===== src/rtl/addsub_pkg.sv =====
// Shared definitions for the chunked adder/subtractor: FSM state encoding and mode constants.
package addsub_pkg;

  typedef enum logic [1:0] {
    ST_IDLE = 2'd0,
    ST_RUN  = 2'd1,
    ST_DONE = 2'd2
  } state_e;

  localparam logic MODE_ADD = 1'b0;
  localparam logic MODE_SUB = 1'b1;

endpackage


===== src/rtl/chunk_adder.sv =====
// Combinational CHUNK-bit ripple adder; also exposes the carry into its top bit for overflow detection.
module chunk_adder #(
  parameter int CHUNK = 4
) (
  input  logic [CHUNK-1:0] a,
  input  logic [CHUNK-1:0] b,
  input  logic             cin,
  output logic [CHUNK-1:0] sum,
  output logic             cout,
  output logic             c_msb_in
);

  logic [CHUNK:0] c;

  assign c[0] = cin;

  for (genvar i = 0; i < CHUNK; i++) begin : g_bit
    full_adder u_fa (
      .a   (a[i]),
      .b   (b[i]),
      .cin (c[i]),
      .sum (sum[i]),
      .cout(c[i+1])
    );
  end

  assign cout     = c[CHUNK];
  assign c_msb_in = c[CHUNK-1];

endmodule


===== src/rtl/full_adder.sv =====
// Single-bit full adder; the basic cell of the ripple stage.
module full_adder (
  input  logic a,
  input  logic b,
  input  logic cin,
  output logic sum,
  output logic cout
);

  assign sum  = a ^ b ^ cin;
  assign cout = (a & b) | (cin & (a ^ b));

endmodule


===== src/rtl/chunked_addsub.sv =====
// Multi-cycle add/sub processing CHUNK bits per clock, LSB chunk first, with start/busy/done handshake.
// Define ADDSUB_SAT_EN to clamp the result to the signed limit on overflow.
module chunked_addsub
  import addsub_pkg::*;
#(
  parameter int WIDTH = 8,
  parameter int CHUNK = 4
) (
  input  logic             clk,
  input  logic             rst,
  input  logic             start,
  input  logic             mode,
  input  logic [WIDTH-1:0] a,
  input  logic [WIDTH-1:0] b,
  output logic             busy,
  output logic             done,
  output logic [WIDTH-1:0] result,
  output logic             carry,
  output logic             borrow,
  output logic             overflow
);

  localparam int N  = WIDTH / CHUNK;
  localparam int CW = $clog2(N) + 1;
  localparam logic [CW-1:0] LAST = CW'(N - 1);

  if (WIDTH < 2) begin : g_bad_width
    $error("chunked_addsub: WIDTH must be >= 2");
  end
  if (CHUNK < 1 || (WIDTH % CHUNK) != 0) begin : g_bad_chunk
    $error("chunked_addsub: WIDTH must be a multiple of CHUNK");
  end

  state_e           state_q, state_d;
  logic [CW-1:0]    cnt_q, cnt_d;
  logic [WIDTH-1:0] a_q, a_d;
  logic [WIDTH-1:0] b_q, b_d;
  logic             c_q, c_d;
  logic             mode_q, mode_d;
  logic [WIDTH-1:0] result_q, result_d;
  logic             carry_q, carry_d;
  logic             borrow_q, borrow_d;
  logic             overflow_q, overflow_d;

  logic [31:0]      base;
  logic [CHUNK-1:0] a_slice, b_slice, sum;
  logic             cout, c_msb_in;

  // b_q already holds the (possibly inverted) second operand, so the ripple stage only ever adds.
  assign base    = 32'(cnt_q) * 32'(CHUNK);
  assign a_slice = a_q[base +: CHUNK];
  assign b_slice = b_q[base +: CHUNK];

  chunk_adder #(.CHUNK(CHUNK)) u_chunk (
    .a       (a_slice),
    .b       (b_slice),
    .cin     (c_q),
    .sum     (sum),
    .cout    (cout),
    .c_msb_in(c_msb_in)
  );

  always_comb begin
    // NOTE: every _d signal gets its hold value first so no path leaves it unassigned (no latch).
    state_d    = state_q;
    cnt_d      = cnt_q;
    a_d        = a_q;
    b_d        = b_q;
    c_d        = c_q;
    mode_d     = mode_q;
    result_d   = result_q;
    carry_d    = carry_q;
    borrow_d   = borrow_q;
    overflow_d = overflow_q;

    unique case (state_q)
      ST_IDLE, ST_DONE: begin
        if (start) begin
          state_d = ST_RUN;
          cnt_d   = '0;
          a_d     = a;
          b_d     = b ^ {WIDTH{mode}};
          c_d     = mode;
          mode_d  = mode;
        end else begin
          state_d = ST_IDLE;
        end
      end
      ST_RUN: begin
        result_d[base +: CHUNK] = sum;
        c_d = cout;
        if (cnt_q == LAST) begin
          state_d    = ST_DONE;
          carry_d    = cout;
          borrow_d   = (mode_q == MODE_SUB) & ~cout;
          overflow_d = c_msb_in ^ cout;
`ifdef ADDSUB_SAT_EN
          // A wrapped MSB of 1 means the true result was positive, and vice versa.
          if (c_msb_in ^ cout) begin
            result_d = sum[CHUNK-1] ? {1'b0, {(WIDTH-1){1'b1}}}
                                    : {1'b1, {(WIDTH-1){1'b0}}};
          end
`endif
        end else begin
          cnt_d = cnt_q + 1'b1;
        end
      end
      default: state_d = ST_IDLE;
    endcase
  end

  always_ff @(posedge clk) begin
    // NOTE: datapath registers are reset too, so every output reads 0 the cycle after rst.
    if (rst) begin
      state_q    <= ST_IDLE;
      cnt_q      <= '0;
      a_q        <= '0;
      b_q        <= '0;
      c_q        <= 1'b0;
      mode_q     <= MODE_ADD;
      result_q   <= '0;
      carry_q    <= 1'b0;
      borrow_q   <= 1'b0;
      overflow_q <= 1'b0;
    end else begin
      // NOTE: non-blocking assignments so all registers update from the same pre-edge values.
      state_q    <= state_d;
      cnt_q      <= cnt_d;
      a_q        <= a_d;
      b_q        <= b_d;
      c_q        <= c_d;
      mode_q     <= mode_d;
      result_q   <= result_d;
      carry_q    <= carry_d;
      borrow_q   <= borrow_d;
      overflow_q <= overflow_d;
    end
  end

  assign busy     = (state_q == ST_RUN);
  assign done     = (state_q == ST_DONE);
  assign result   = result_q;
  assign carry    = carry_q;
  assign borrow   = borrow_q;
  assign overflow = overflow_q;

endmodule

===== config.mk =====
export PLATFORM = sky130hd
export DESIGN_NAME = chunked_addsub
export DESIGN_NICKNAME = d
export VERILOG_FILES = /design/src/rtl/addsub_pkg.sv /design/src/rtl/chunk_adder.sv /design/src/rtl/full_adder.sv /design/src/rtl/chunked_addsub.sv
export SDC_FILE = /design/constraint.sdc
export NUM_CORES = 1
export LEC_CHECK = 0
export BUFFER_PORTS_ARGS = -buffer_cell sky130_fd_sc_hd__buf_2
export CORE_ASPECT_RATIO = 1.75
export CORE_MARGIN = 3
export CORE_UTILIZATION = 27
export CTS_CLUSTER_SIZE = 12
export DETAILED_ROUTE_END_ITERATION = 12
export PLACE_DENSITY_LB_ADDON = 0.15
export SYNTH_ARGS = -nofsm -noshare
export SYNTH_HDL_FRONTEND = slang
export SYNTH_SLANG_ARGS = --single-unit

===== constraint.sdc =====
create_clock -name clk -period 2.7 [get_ports clk]
set_input_delay 0 -clock clk [delete_from_list [all_inputs] [get_ports clk]]
set_output_delay 0 -clock clk [all_outputs]
set_load 0.005 [all_outputs]

==> metrics, run 1 <==
CP required=2900 ps; crit path max fanout=7; #FFs+latches synth=33; PnR worst setup slack=173.2 ps; Worst Skew=3.801 ps; placed inst area=0.001837 mm²; Setup crit end=overflow$_SDFFE_PP0P_; reg2reg path depth=8; Layout Cell Area excl Fill=between 0.002 and 0.0025 mm²; Die ar.=slightly below 0.007 mm²; reg-to-reg setup timing slack=170 ps; top-count cell post-synth=dfxtp_1; Min Hold Slack=12.08 ps; Gate power share=0.197; First DRT Iteration DRCs=44; first drt pass iteration count=3; pre-CTS WS=-5.277 ps; CORE AREA=about 0.0057 mm²; max-slew violations=0; reg-to-reg startpoint=cnt_q[0]$_SDFFE_PP0P_; H-tree depth=2; vias in the first global route=1,291; Slew @ Worst Pin=698.8 ps; initial core utilization=0.2835; Mapped Cells=168; routed len/inst=around 13 µm; fill count=about 630; Critical Path Sink Type=flop; Hold Vio Cnt, Final=0; Max Cap Viol=0; Ports=33; vias per inst=4.451; first-pass GRT wire length=6.113 mm; Area contributors post-synth=dfxtp_1, nand2_1, fa_1; post-synth top area share=0.4106; Die Height=108.1 µm; Layout Cells excl Fill=286; fraction of layout cells with a size suffix above 1=0.2762; sw power=0.3091 mW; synth cell count leaders=dfxtp_1, nand2_1, nor2_1; Yosys warnings=0; routability congestion estimate=0.7599; Mean Syn Cell Area=9.578 µm²; RSZ-0062 raised after global routing=false; Layout Nets=roughly 240; worst-skew pair later-pin latency=280 ps; Clock Tree Root=clkbuf_8; I/O Buffers=32; Total Power=1.112 mW; Synthesized Nets=196; DRC viols=0; Core Util, Final=0.3530; sequential share of the synthesized area=0.4106; Slew headroom=0.5341; CTS tree=built; HP Class=in -> reg; RR Endpoint=overflow$_SDFFE_PP0P_; Final Setup Violations=0; switch share=0.2780; Placed Cells=270; FP Rows=36; Post-Route Setup TNS=0 ps; Arrival @ worst endpoint=2720 ps; area added between synthesis and finish=24.49%; total gr overflow=0; area leader, netlist=dfxtp_1; Final min period=2527 ps; Antenna Violating Nets Remaining=0; Leakage=0.8082 nW; fin crit share=0.9358; total clock sinks=33; Crit Path Class=reg -> reg; GRT Resource Usage Total=0.1142; dpl hpwl=approximately 2.7 mm; Power Density=555.0 mW/mm²; Async SR Flop Fraction=0; VDD IR-drop max=0.0002033 V; Power Internal=0.8028 mW; TritonCTS buffer count=5; via count of the routed design=1,273; Chip Width=64.36 µm; Worst Setup SP=cnt_q[0]$_SDFFE_PP0P_; Achievable Freq=395.8 MHz; Worst-path clk slew=70 ps; synthesized area=0.001609 mm²; outcome=finished, final reports clean; Sequential Power Share=0.485; n_diodes=0; largest net degree at the start of global routing=42; initial antenna violation count=0; ys flop type=dfxtp_1; WL final=3.599 mm; power share of the clock group=0.319; EDFF count, synth=0; Netlist cell types=33; Startpoint Class=flop; Clock Path Buffers=2
## placed cells by master, fill, tap and decap left out, types with 7 or more instances in the layout
cell type,n
xnor2_1,9
dlygate4sd3_1,8
nand2b_1,7
o32ai_1,8
nor2_1,14
mux2_2,7
nand2_1,25
dfxtp_1,32
a21oi_1,13
a211oi_1,10
buf_2,32
## final cells by class
type	count	area, µm²	area share
clock inverters	2	10.01	0.004997
well taps	76	95.09	0.04747
clock buffers	6	72.57	0.03623
repair buffers	44	270.3	0.1349
multi-input cells	120	874.6	0.4366
flip-flops and latches	33	661.9	0.3304
inverters	5	18.77	0.009369
## power by group through the flow
stage / logic, mW / registers, mW / clock network, mW
final: 0.219 / 0.539 / 0.354
after global routing: 0.245 / 0.544 / 0.395
after CTS: 0.223 / 0.540 / 0.372
after detailed placement: 0.213 / 0.551 / 0
after global placement: 0.213 / 0.551 / 0
after floorplan: 0.154 / 0.545 / 0
## worst min-delay path by stage
stage                     startpoint                  end  slack [ps]  depth (start not counted)
after floorplan                 a[5]  a_q[5]$_SDFFE_PP0P_         140                          2
after detailed placement        a[6]  a_q[6]$_SDFFE_PP0P_         250                          3
final                           b[3]  b_q[3]$_SDFFE_PP0P_          10                          3
after global routing            b[2]  b_q[2]$_SDFFE_PP0P_          20                          3
after CTS                       b[4]  b_q[4]$_SDFFE_PP0P_           7                          3
after global placement          a[7]  a_q[7]$_SDFFE_PP0P_         250                          3
## layer usage
layer / vias up / GRT usage / routed length (µm)
li1: 664 / - / -
met1: 579 / 0.1233 / 1461
met2: 25 / 0.2064 / 1934
met3: 5 / 0.02911 / 142
met4: 0 / 0.04992 / 60
met5: - / 0 / 0
## kinds of logic (layout without fill, tap and decap cells)
kind of cell / count (synthesis) / in the layout / synth area share
and+or+nand+nor: 61 / 61 / 0.2076
AOI/OAI and AO/OA: 33 / 33 / 0.1431
DFF: 33 / 33 / 0.4106
buffers and inverters: 15 / 57 / 0.04743
xor gates and xnor gates: 9 / 9 / 0.04899
muxes: 9 / 9 / 0.06143
adders and majority gates: 8 / 8 / 0.08087
## state kept, by name, indices dropped and copies added, names as in the netlist
name      cells
overflow      1
mode_q        1
cnt_q         2
b_q           8
a_q           8
borrow        1
result        8
carry         1
state_q       2
c_q           1
## critical path, cell delays in order (launching register included)
cell      delay, ps
dfxtp_2         360
buf_4           180
mux2_2          220
nand2_1          80
fa_1            420
fa_1            420
fa_2            400
xnor2_1         140
a211oi_1        220
## what timing repair did
| item | CTS | global route |
|---|---|---|
| pin swaps | 0 | 0 |
| hold buffers | 8 | 0 |
| setup endpoints to repair | 1 | 1 |
| cloned | 0 | 0 |
| setup buffers | 0 | 0 |
| gates resized for setup | 1 | 1 |
| endpoints found under the hold margin | 8 | 0 |
Note: power is estimated with default switching activity, not from simulation.
==> run 2: changes to the inputs <==
--- a/config.mk
+++ b/config.mk
@@ -6,6 +6,8 @@
 export NUM_CORES = 1
 export LEC_CHECK = 0
 export BUFFER_PORTS_ARGS = -buffer_cell sky130_fd_sc_hd__buf_2
+export CELL_PAD_IN_SITES_DETAIL_PLACEMENT = 0
+export CELL_PAD_IN_SITES_GLOBAL_PLACEMENT = 2
 export CORE_ASPECT_RATIO = 1.75
 export CORE_MARGIN = 3
 export CORE_UTILIZATION = 27
==> run 2 against run 1 <==
  * Flip-flop and latch count unchanged
  * Fmax increased by 2.3%
  * Hold slack improved by 3.7 ps
  * Register-to-register slack improved by 60 ps
  * Non-clock buffer count increased by 3
  * Highest routed layer unchanged
==> metrics, run 2 (synthesized netlist as in run 1, its figures left out) <==
fill count=629 (was 631); initial core utilization=0.2835 (unchanged); Worst Skew=5.929 ps (was 3.801 ps); Layout Nets=240 (was 237); Chip Width=64.36 µm (unchanged); Critical Path Stages=9 (was 8); CTS tree=built (unchanged); Worst Setup SP=cnt_q[0]$_SDFFE_PP0P_ (unchanged); post-CTS setup buffers=0 (unchanged); fraction of layout cells with a size suffix above 1=0.2877 (was 0.2762); Final Setup Violations=0 (unchanged); Critical Path Sink Type=flop (unchanged); Post-Route Setup TNS=0 ps (unchanged); Slew @ Worst Pin=712.8 ps (was 698.8 ps); TritonCTS buffer count=5 (unchanged); total gr overflow=0 (unchanged); via count of the routed design=1,290 (was 1,273); most frequent cells in the layout=dfxtp_1, buf_2, nand2_1, nor2_1, a21oi_1 (unchanged); Ports=33 (unchanged); H-tree depth=2 (unchanged); max-slew violations=0 (unchanged); routability congestion estimate=0.8006 (was 0.7599); I/O Buffers=32 (unchanged); fin crit share=0.9145 (was 0.9358); max layer used=met4 (unchanged); total clock sinks=33 (unchanged); Buf/Inv on CP=1 (unchanged); Cell Chain, Critical Path=mux2i_1 -> nor2_1 -> fa_1 -> inv_1 -> fa_1 -> fa_2 -> fa_2 -> xnor2_1 -> a211oi_2 (was buf_4 -> mux2_2 -> nand2_1 -> fa_1 -> fa_1 -> fa_2 -> xnor2_1 -> a211oi_1); worst-skew pair later-pin latency=280 ps (about the same); Slowest cell on crit path=fa_1 (unchanged); FF/Latch Area=664.4 µm² (was 661.9 µm²); Worst-path clk slew=70 ps (about the same); Slew headroom=0.5248 (was 0.5341); WL final=3.576 mm (was 3.599 mm); routed len/inst=12.42 µm (was 12.58 µm); first-pass GRT wire length=6.023 mm (was 6.113 mm); critical path's largest stage delay=380 ps (was 420 ps); Hold Vio Cnt, Final=0 (unchanged); outcome=finished, final reports clean (unchanged); crit path max fanout=7 (unchanged); Final min period=2469 ps (was 2527 ps); VDD IR-drop max=0.0002954 V (was 0.0002033 V); Die Height=108.1 µm (unchanged); RSZ-0062 raised after global routing=false (unchanged); Clock Path Buffers=2 (unchanged); Leakage=0.8217 nW (was 0.8082 nW); Die ar.=0.006958 mm² (unchanged); met1 wire length=1.427 mm (was 1.461 mm); Startpoint Class=flop (unchanged); Achievable Freq=405.0 MHz (was 395.8 MHz); Setup crit end=overflow$_SDFFE_PP0P_ (unchanged); first drt pass iteration count=2 (was 3); reg2reg path depth=9 (was 8); FP Rows=36 (unchanged); vias per inst=4.479 (was 4.451); GRT Resource Usage Total=0.1140 (was 0.1142); Crit Path Class=reg -> reg (unchanged); Antenna Violating Nets Remaining=0 (unchanged); Total Power=1.130 mW (was 1.112 mW); Power Density=553.5 mW/mm² (was 555.0 mW/mm²); Arrival @ worst endpoint=2610 ps (was 2720 ps); reg-to-reg startpoint=cnt_q[0]$_SDFFE_PP0P_ (unchanged); kind of cell adding the most delay to the critical path=adder cells (unchanged); RR Endpoint=overflow$_SDFFE_PP0P_ (unchanged); largest net degree at the start of global routing=42 (unchanged); HP Class=in -> reg (unchanged); DRC viols=0 (unchanged); CP required=2840 ps (was 2900 ps); dpl hpwl=2.744 mm (was 2.733 mm); reg-to-reg setup timing slack=230 ps (was 170 ps); n_diodes=0 (unchanged); area taken by multi-input logic gates=882.1 µm² (was 874.6 µm²); met2 wire length=1.937 mm (was 1.934 mm); Max Cap Viol=0 (unchanged); Clock Tree Root=clkbuf_8 (unchanged); Min Hold Slack=15.75 ps (was 12.08 ps); First DRT Iteration DRCs=30 (was 44); Met3 Wirelength=145 µm (was 142 µm); area added between synthesis and finish=26.91% (was 24.49%); CORE AREA=0.005675 mm² (unchanged); initial antenna violation count=0 (unchanged); vias in the first global route=1,310 (was 1,291)
## run 2: area by class of cell
type                            count  share of cell area
Clock buffer                        7             0.04228
Inverter                            5            0.009191
Multi-Input combinational cell    120              0.4320
Sequential cell                    33              0.3254
Tap cell                           76             0.04657
Timing Repair Buffer               47              0.1446
## run 2: worst reg2reg max path, stage by stage (launching register included)
cell and delay (ps):
dfxtp_4 370, mux2i_1 130, nor2_1 150, fa_1 190
inv_1 50, fa_1 380, fa_2 380, fa_2 370
xnor2_1 210, a211oi_2 90
## run 2: worst min-delay path by stage
stage	depth (start not counted)	endpoint	from
final	3	b_q[3]$_SDFFE_PP0P_	b[3]
after global routing	3	b_q[0]$_SDFFE_PP0P_	b[0]
after CTS	3	b_q[7]$_SDFFE_PP0P_	b[7]
after detailed placement	3	a_q[7]$_SDFFE_PP0P_	a[7]
after global placement	3	a_q[3]$_SDFFE_PP0P_	a[3]
after floorplan	2	a_q[5]$_SDFFE_PP0P_	a[5]
## run 2: where the power goes
part	total (mW)	internal, mW	switching [mW]
logic	0.222	0.110	0.113
registers	0.539	0.519	0.0207
clock network	0.369	0.202	0.167
## run 2: what timing repair did
item / CTS / global route
hold buffers: 8 / 1
gates cloned: 0 / 0
setup endpoints to repair: 2 / 5
pin swaps: 0 / 1
hold endpoints to repair: 8 / 1
resized for setup: 1 / 4
## run 2: stage by stage
stage,setup slack (ps),util,area (µm²),cells
after detailed placement,-0.7518,0.3263,1852,272
after floorplan,29.26,-,1612,168
final,231.0,0.3598,2042,288
after global placement,62.74,0.3263,1852,272
after global routing,1.711,0.3598,2042,288
after CTS,100.3,0.3558,2019,287
## run 2: layer usage
metal  GRT usage  vias up
met2      0.2167       27
met3     0.02807        6
li1            -      668
met1      0.1145      589
met5           0        -
met4     0.04992        0
==> run 3: changes to the inputs <==
==> constraint.sdc (replaced) <==
create_clock -name clk -period 2.6 [get_ports clk]
set_input_delay 0 -clock clk [delete_from_list [all_inputs] [get_ports clk]]
set_output_delay 0 -clock clk [all_outputs]
set_load 0.005 [all_outputs]
==> run 3 against run 2 <==
  * Wire length grew 2.1%
  * Clock-buffer cell count grew 1
  * Global-route usage grew 0.29 points
  * Hold slack lost 0.78 ps
  * Highest routed layer unchanged
  * Critical endpoint is now result[7]$_SDFFE_PP0P_
  * Power grew 2.7%
==> metrics, run 3 (synthesized netlist as in run 1, its figures left out) <==
outcome=finished, final reports clean (unchanged); total clock sinks=33 (unchanged); Chip Width=64.36 µm (unchanged); total gr overflow=0 (unchanged); Startpoint Class=flop (unchanged); first-pass GRT wire length=6.196 mm (was 6.023 mm); Antenna Violating Nets Remaining=0 (unchanged); crit-path most repeated cell=fa_2; worst-skew pair later-pin latency=280 ps (about the same); Max Cap Viol=0 (unchanged); most frequent cells in the layout=dfxtp_1, buf_2, nand2_1, nor2_1, a21oi_1 (unchanged); initial core utilization=0.2835 (unchanged); Clock Tree Root=clkbuf_8 (unchanged); n_diodes=0 (unchanged); crit path max fanout=6 (was 7); DRC viols=0 (unchanged); hold_sp=b[6] (was b[3]); first drt pass iteration count=4 (was 2); CORE AREA=0.005675 mm² (unchanged); Ports=33 (unchanged); routed len/inst=12.67 µm (was 12.42 µm); First DRT Iteration DRCs=47 (was 30); Slew @ Worst Pin=706.0 ps (was 712.8 ps); TritonCTS buffer count=5 (unchanged); vias in the first global route=1,300 (was 1,310); Worst Skew=5.789 ps (was 5.929 ps); max-slew violations=0 (unchanged); Die ar.=0.006958 mm² (unchanged); Power Density=572.8 mW/mm² (was 553.5 mW/mm²); HP Class=in -> reg (unchanged); routability congestion estimate=0.7435 (was 0.8006); GRT Resource Usage Total=0.1169 (was 0.1140); CP required=2790 ps (was 2840 ps); Die Height=108.1 µm (unchanged); placed inst area=0.001853 mm² (was 0.001852 mm²); largest net degree at the start of global routing=42 (unchanged); Slowest cell on crit path=fa_2 (was fa_1); fin crit share=0.9362 (was 0.9145); Final min period=2434 ps (was 2469 ps); Hold Vio Cnt, Final=0 (unchanged); Core Util, Final=0.3569 (was 0.3598); Slew headroom=0.5293 (was 0.5248); I/O Buffers=32 (unchanged); FP Rows=36 (unchanged); Final Setup Violations=0 (unchanged); reg-to-reg startpoint=cnt_q[0]$_SDFFE_PP0P_ (unchanged); Cell Chain, Critical Path=buf_4 -> mux2_2 -> nand2_1 -> fa_1 -> fa_2 -> fa_2 -> o32ai_1 (was mux2i_1 -> nor2_1 -> fa_1 -> inv_1 -> fa_1 -> fa_2 -> fa_2 -> xnor2_1 -> a211oi_2); Critical Path Sink Type=flop (unchanged); Achievable Freq=410.8 MHz (was 405.0 MHz); vias per inst=4.465 (was 4.479); Total Power=1.160 mW (was 1.130 mW); RSZ-0062 raised after global routing=false (unchanged); post-CTS setup buffers=0 (unchanged); fraction of layout cells with a size suffix above 1=0.2830 (was 0.2877); Leakage=0.8132 nW (was 0.8217 nW); CTS tree=built (unchanged); H-tree depth=2 (unchanged); Crit Path Class=reg -> reg (unchanged); Worst Setup SP=cnt_q[0]$_SDFFE_PP0P_ (unchanged); Layout Nets=239 (was 240); Post-Route Setup TNS=0 ps (unchanged); WL final=3.650 mm (was 3.576 mm); Worst-path clk slew=70 ps (about the same); Clock Path Buffers=2 (unchanged); VDD IR-drop max=0.0002387 V (was 0.0002954 V); via count of the routed design=1,286 (was 1,290); critical path's largest stage delay=460 ps (was 380 ps); dpl hpwl=2.746 mm (was 2.744 mm); area added between synthesis and finish=25.89% (was 26.91%); Arrival @ worst endpoint=2630 ps (was 2610 ps); initial antenna violation count=0 (unchanged); Layout Cell Area excl Fill=0.002026 mm² (was 0.002042 mm²)
[run 3: path summary, 6_finish.rpt]
path,to,slack [ps],cells after the start
max,result[7]$_SDFFE_PP0P_,170,7
min,b_q[6]$_SDFFE_PP0P_,10,3
max reg2reg,result[7]$_SDFFE_PP0P_,170,7
min reg2reg,a_q[1]$_SDFFE_PP0P_,460,2
[run 3: layout make-up]
type | instances | area [µm²]
clock buffers | 8 | 80.08
multi-input cells | 120 | 884.6
repair buffers | 46 | 285.3
fillers | 631 | 3650
flip-flops and latches | 33 | 661.9
well taps | 76 | 95.09
inverters | 5 | 18.77
[run 3: critical path, delay by kind of cell, from the launching register on]
family          cells  cell delay, ps
fa+ha+maj           3            1280
flops               1             350
compound gates      1             270
mux                 1             220
buf+inv             1             170
simple gates        1              70
[run 3: power breakdown]
| part | leakage, nW | internal, mW | switching, mW |
|---|---|---|---|
| combinational | 0.503 | 0.113 | 0.119 |
| sequential | 0.271 | 0.539 | 0.0215 |
| clock | 0.0395 | 0.190 | 0.178 |
[run 3: repair_timing]
item | 4_1_cts | 5_1_grt
resized for setup | 0 | 3
endpoints found under the setup margin | 0 | 5
hold buffers | 8 | 0
endpoints found under the hold margin | 8 | 0
[run 3: routing by layer]
metal | GRT usage | share of wire
met1 | 0.1226 | 0.40
met2 | 0.2152 | 0.54
met3 | 0.03119 | 0.044
met4 | 0.04992 | 0.018
met5 | 0 | 0
[run 3: stage by stage]
step | cells | setup WS, ps | hold slack (ps)
4_1_cts | 288 | 27.30 | 8.140
5_1_grt | 288 | 44.99 | 11.17
2_1_floorplan | 168 | 23.72 | 136.0
6_report | 288 | 166.0 | 14.97
3_3_place_gp | 272 | 86.52 | 241.8
3_5_place_dp | 272 | 41.08 | 246.9
